`src/rtl/student_iis_handler.sv`:
```
// student_iis_handler: I2S master between the audio codec and the effect datapath.
// A free-running 10-bit frame counter derives MCLK/BCLK/LRCLK. It deserialises
// 16-bit stereo ADC samples and serialises the effect module's samples to the DAC.
//
// Output handshake: valid_strobe is a one-cycle, ready-less pulse. It is high for
// exactly the cycle in which Data_O_L/Data_O_R first show a new pair. The pair then
// stays stable until the next pulse, 1024 cycles later. A consumer that wants the
// pair simply registers Data_O_* while valid_strobe is high; there is no
// backpressure.
module student_iis_handler (
   input  logic        clk_i,
   input  logic        rst_ni,
   output logic        AC_MCLK,
   output logic        AC_BCLK,
   output logic        AC_LRCLK,
   input  logic        AC_ADC_SDATA,
   output logic        AC_DAC_SDATA,
   input  logic [15:0] Data_I_L,
   input  logic [15:0] Data_I_R,
   output logic [15:0] Data_O_L,
   output logic [15:0] Data_O_R,
   output logic        valid_strobe
);

   logic [9:0]  cnt_q, cnt_d;
   logic [15:0] rx_l_q, rx_l_d;
   logic [15:0] rx_r_q, rx_r_d;
   logic [15:0] tx_l_q, tx_l_d;
   logic [15:0] tx_r_q, tx_r_d;
   logic [15:0] out_l_q, out_l_d;
   logic [15:0] out_r_q, out_r_d;
   logic        valid_q, valid_d;
   logic        dac_q, dac_d;

   // Slot currently in progress and the slot that starts at the next BCLK fall.
   logic [5:0]  slot;
   logic [5:0]  next_slot;
   // Bit of the transmit word that belongs to next_slot (MSB in the first data slot).
   logic [3:0]  bit_idx;

   // Codec clocks come straight from counter flops, so they cannot glitch.
   assign AC_MCLK      = cnt_q[1];
   assign AC_BCLK      = cnt_q[3];
   assign AC_LRCLK     = cnt_q[9];
   assign AC_DAC_SDATA = dac_q;
   assign Data_O_L     = out_l_q;
   assign Data_O_R     = out_r_q;
   assign valid_strobe = valid_q;

   // Next-state logic: counter, receive shifting, transmit load/drive, output update.
   always_comb begin
      cnt_d   = cnt_q + 10'd1;
      rx_l_d  = rx_l_q;
      rx_r_d  = rx_r_q;
      tx_l_d  = tx_l_q;
      tx_r_d  = tx_r_q;
      out_l_d = out_l_q;
      out_r_d = out_r_q;
      valid_d = 1'b0;
      dac_d   = dac_q;

      slot      = cnt_q[9:4];
      next_slot = slot + 6'd1;
      // next_slot - 1 == slot, and both data windows start on a multiple of 16 plus 1,
      // so the bit index within either window is simply the inverted slot LSBs.
      bit_idx   = ~slot[3:0];

      // Receive: sample on the BCLK rising edge inside the data slots.
      if (cnt_q[3:0] == 4'd8) begin
         if (slot >= 6'd1 && slot <= 6'd16) begin
            rx_l_d = {rx_l_q[14:0], AC_ADC_SDATA};
         end else if (slot >= 6'd33 && slot <= 6'd48) begin
            rx_r_d = {rx_r_q[14:0], AC_ADC_SDATA};
         end
      end

      // Transmit load at the end of slot 0, giving the effect 15 cycles after the strobe.
      if (cnt_q == 10'd15) begin
         tx_l_d = Data_I_L;
         tx_r_d = Data_I_R;
      end

      // Transmit drive: the DAC bit only changes on a BCLK falling edge.
      if (cnt_q[3:0] == 4'hF) begin
         dac_d = 1'b0;
         if (next_slot == 6'd1) begin
            // The left word is being loaded on this same edge.
            dac_d = Data_I_L[15];
         end else if (next_slot >= 6'd2 && next_slot <= 6'd16) begin
            dac_d = tx_l_q[bit_idx];
         end else if (next_slot >= 6'd33 && next_slot <= 6'd48) begin
            dac_d = tx_r_q[bit_idx];
         end
      end

      // Frame wrap: publish the completed pair and pulse the strobe for cnt == 0.
      if (cnt_q == 10'd1023) begin
         out_l_d = rx_l_q;
         out_r_d = rx_r_q;
         valid_d = 1'b1;
      end
   end

   // State registers; reset aborts the frame and clears every output.
   always_ff @(posedge clk_i or negedge rst_ni) begin
      if (!rst_ni) begin
         cnt_q   <= '0;
         rx_l_q  <= '0;
         rx_r_q  <= '0;
         tx_l_q  <= '0;
         tx_r_q  <= '0;
         out_l_q <= '0;
         out_r_q <= '0;
         valid_q <= 1'b0;
         dac_q   <= 1'b0;
      end else begin
         cnt_q   <= cnt_d;
         rx_l_q  <= rx_l_d;
         rx_r_q  <= rx_r_d;
         tx_l_q  <= tx_l_d;
         tx_r_q  <= tx_r_d;
         out_l_q <= out_l_d;
         out_r_q <= out_r_d;
         valid_q <= valid_d;
         dac_q   <= dac_d;
      end
   end

endmodule

```
`config.mk`:
```
export PLATFORM = sky130hd
export DESIGN_NAME = student_iis_handler
export DESIGN_NICKNAME = d
export VERILOG_FILES = /design/src/rtl/student_iis_handler.sv
export SDC_FILE = /design/constraint.sdc
export NUM_CORES = 1
export LEC_CHECK = 0
export ABC_AREA = 1
export CAP_MARGIN = 20
export CELL_PAD_IN_SITES_DETAIL_PLACEMENT = 0
export CELL_PAD_IN_SITES_GLOBAL_PLACEMENT = 1
export CORE_ASPECT_RATIO = 1.75
export CORE_MARGIN = 10
export CORE_UTILIZATION = 42
export CTS_BUF_LIST = sky130_fd_sc_hd__clkbuf_16
export CTS_CLUSTER_DIAMETER = 50
export CTS_CLUSTER_SIZE = 12
export DETAILED_ROUTE_END_ITERATION = 16
export HOLD_SLACK_MARGIN = 0.08
export PLACE_DENSITY = 0.9
export SLEW_MARGIN = 20
export SYNTH_ARGS = -nofsm -noshare
export SYNTH_HDL_FRONTEND = slang
export SYNTH_SLANG_ARGS = --single-unit
```
`constraint.sdc`:
```
create_clock -name clk_i -period 2.8 [get_ports clk_i]
set_clock_uncertainty 0.2 [all_clocks]
set_input_delay 0.42 -clock clk_i [delete_from_list [all_inputs] [get_ports clk_i]]
set_output_delay 0.42 -clock clk_i [all_outputs]
set_load 0.02 [all_outputs]
```
==> flow_metrics.py <==
metrics = {
    "floorplanning": {
        "die_y_um": 163,
        "start_util_pct": 42.8,
        "fp.dieW_um": 102,
        "core_mm2": 0.0115,
        "dieArea_mm2": 0.0166,
        "num_rows": 52,
        "num_io_pins": 72,
    },
    "sta": {
        "setup_viol": 0,
        "hold_ws_ns": 0.283,
        "fin_crit_ns": 2.41,
        "fin_crit_sh_pct": 86.1,
        "fmaxAchievable_ghz": 0.415,
        "tns_ns": 0,
        "drv_slew": 0,
        "timing_hold_violations_final": 0,
        "grt_setup_unrepaired": "no",
        "slew_headroom_pct": 42.8,
        "worstMarginPinSlew_ns": 0.856,
    },
    "yosys": {
        "syn_area_mm2": 0.00492,
        "ys_ff_latch": 108,
        "synth_cells": 488,
        "syn_avg_cell_area_um2": 10.1,
        "ys_warn_count": 0,
        "yosysSeqAreaShare_pct": 54.9,
        "ys_types": 26,
        "syn_nets": 529,
    },
    "routing": {
        "vias": 3375,
        "drt_iter0_drc": 105,
        "drc": 0,
        "viasPerCell": 4.86,
        "antenna_left": 0,
        "wl_per_cell_um": 14.1,
        "drt_first_pass_iters": 5,
        "routed_wl_um": 9800,
    },
    "job": {
        "max_cap_viol_count": 0,
    },
    "clocking": {
        "cts.sinks": 108,
        "cts_root_buf": "clkbuf_16",
        "clock_path_buffers": 2,
        "cts_tree": "done",
        "path_clk_slew_ns": 0.07,
        "clk_latency_ns": 0.34,
        "htreeDepth": 3,
        "cts_made_buffers": 9,
    },
    "power_and_ir_drop": {
        "p_per_area_mw_per_mm2": 505,
        "intPower_w": 0.00237,
        "vdd_drop_max_v": 0.000334,
        "p_comb_share_pct": 4.6,
        "leakage_nw": 2.77,
        "switchingPower_w": 0.000644,
        "clock_power_share_pct": 42.4,
        "total_power_w": 0.00301,
        "swShare_pct": 21.4,
        "seq_power_share_pct": 53.1,
    },
    "setup_path": {
        "crit_path_end_kind": "register",
        "worst-path-max-fanout": 32,
        "critPathKind": "register to register",
        "crit_arrival_ns": 2.41,
        "cp-start-kind": "register",
        "worstPathRequired_ns": 2.80,
    },
    "final_layout": {
        "final_common_cell": "nand2_1",
        "drive_above_1_share_pct": 14.5,
        "final_cells": 694,
        "final_cell_mix": "nand2_1, dfrtp_1, clkdlybuf4s50_1",
        "n_antenna_cell": 0,
        "area_growth_pct": 21.1,
        "layout.nets": 595,
    },
    "status": {
        "run_status": "completed",
    },
    "grt": {
        "gr-total-overflow": 0,
        "antenna_found_initial": 0,
        "grt_max_degree": 63,
        "grt_first_pass_wirelength_um": 17000,
        "first_global_vias": 3607,
        "grt_usage_pct": 12.6,
    },
    "worst_hold_path": {
        "min_path_type": "register to register",
    },
    "placement": {
        "gp_congestion": 0.878,
        "dp.cells": 677,
        "io_buffers": 71,
        "place_hpwl_um": 7420,
    },
}
what timing repair did:
| action | CTS | global route |
|---|---|---|
| buffers inserted | 0 | 0 |
| hold buffers | 1 | 0 |
| setup endpoints to repair | 0 | 0 |
| hold endpoints to repair | 46 | 0 |
| resized for setup | 0 | 0 |
critical path: stages, from the launching register on:
cell	delay, ns
dfrtp_1	0.54
inv_1	0.11
buf_4	0.20
ha_1	0.21
nand4_1	0.15
nand3_2	0.53
nand2_1	0.25
o21ai_2	0.07
flip-flops by register name, summed over array words and instances, names as in the netlist:
signal / count
rx_r_q: 16
rx_l_q: 16
tx_l_q: 16
valid_strobe: 1
AC_DAC_SDATA: 1
Data_O_R: 16
tx_r_q: 16
Data_O_L: 16
cnt_q: 10
synth_stat cells:
master / count / area share [%]
a211oi_2: 1 / 0.25
a21oi_1: 6 / 0.61
buf_2: 6 / 0.61
buf_4: 3 / 0.46
buf_6: 13 / 3.0
dfrtp_1: 108 / 55
ha_1: 6 / 1.5
inv_1: 51 / 3.9
inv_2: 2 / 0.15
mux2_2: 4 / 0.91
mux2_4: 26 / 7.9
nand2_1: 131 / 10
nand2_4: 1 / 0.23
nand3_1: 23 / 2.3
nand3_2: 2 / 0.41
nand3_4: 2 / 0.71
nand4_1: 4 / 0.51
nor2_1: 21 / 1.6
nor2_2: 1 / 0.13
nor2_4: 2 / 0.46
nor3_4: 1 / 0.33
o21ai_0: 19 / 1.9
o21ai_1: 33 / 3.4
o21ai_2: 16 / 2.8
or2_2: 2 / 0.25
xor2_1: 4 / 0.71
metrics by stage:
stage / setup slack, ns / utilization (%) / instance area (um2)
finish: 0.390 / 51.8 / 5960
global route: 0.0876 / 51.8 / 5960
CTS: 0.355 / 51.8 / 5960
detailed placement: 0.381 / 49.1 / 5650
global placement: 0.448 / 49.1 / 5650
floorplan: 0.699 / - / 4920
cell type report:
class                           instances  area [um2]
Inverter                               53         199
Timing Repair Buffer                   77         768
Tap cell                              135         169
Sequential cell                       108        2700
Fill cell                            1080        5550
Multi-Input combinational cell        305        1820
Clock inverter                          7        75.1
Clock buffer                            9         225
power groups by stage:
stage	Sequential (W)	Combinational [W]	Clock (W)
after detailed placement	0.00163	0.000140	0
final	0.00160	0.000137	0.00128
after global placement	0.00163	0.000136	0
after global routing	0.00160	0.000154	0.00137
after floorplan	0.00163	0.0000483	0
after CTS	0.00160	0.000142	0.00130
routing by layer:
| layer | part of all wire, % | vias to the layer above | global-route usage, % |
|---|---|---|---|
| li1 | - | 1688 | - |
| met3 | 5.0 | 9 | 3.21 |
| met1 | 40 | 1612 | 13.9 |
| met4 | 1.5 | 0 | 4.83 |
| met2 | 53 | 66 | 22.6 |
| met5 | 0 | - | 0 |
cell families (layout without fill, tap and decap cells):
| group | Yosys count | count (layout) | share of synthesized area (%) |
|---|---|---|---|
| compound gates | 75 | 75 | 9.00 |
| mux | 30 | 30 | 8.84 |
| fa+ha+maj | 6 | 6 | 1.52 |
| xor+xnor | 4 | 4 | 0.711 |
| buf+inv | 75 | 146 | 8.08 |
| simple gates | 190 | 190 | 17.0 |
| flops | 108 | 108 | 54.9 |
worst paths after layout:
kind	startpoint	to	slack (ns)	cells after the start
setup / recovery	cnt_q[5]	rx_r_q[12]	0.39	7
hold / removal	rx_r_q[4]	rx_r_q[4]	0.28	2
setup reg to reg	cnt_q[5]	rx_r_q[12]	0.39	7
hold reg to reg	rx_r_q[4]	rx_r_q[4]	0.28	2
max in group asynchronous	rst_ni	Data_O_L[9]	1.25	3
min in group asynchronous	rst_ni	tx_r_q[14]	0.42	2
No activity file was read; power rests on OpenSTA's default activity.
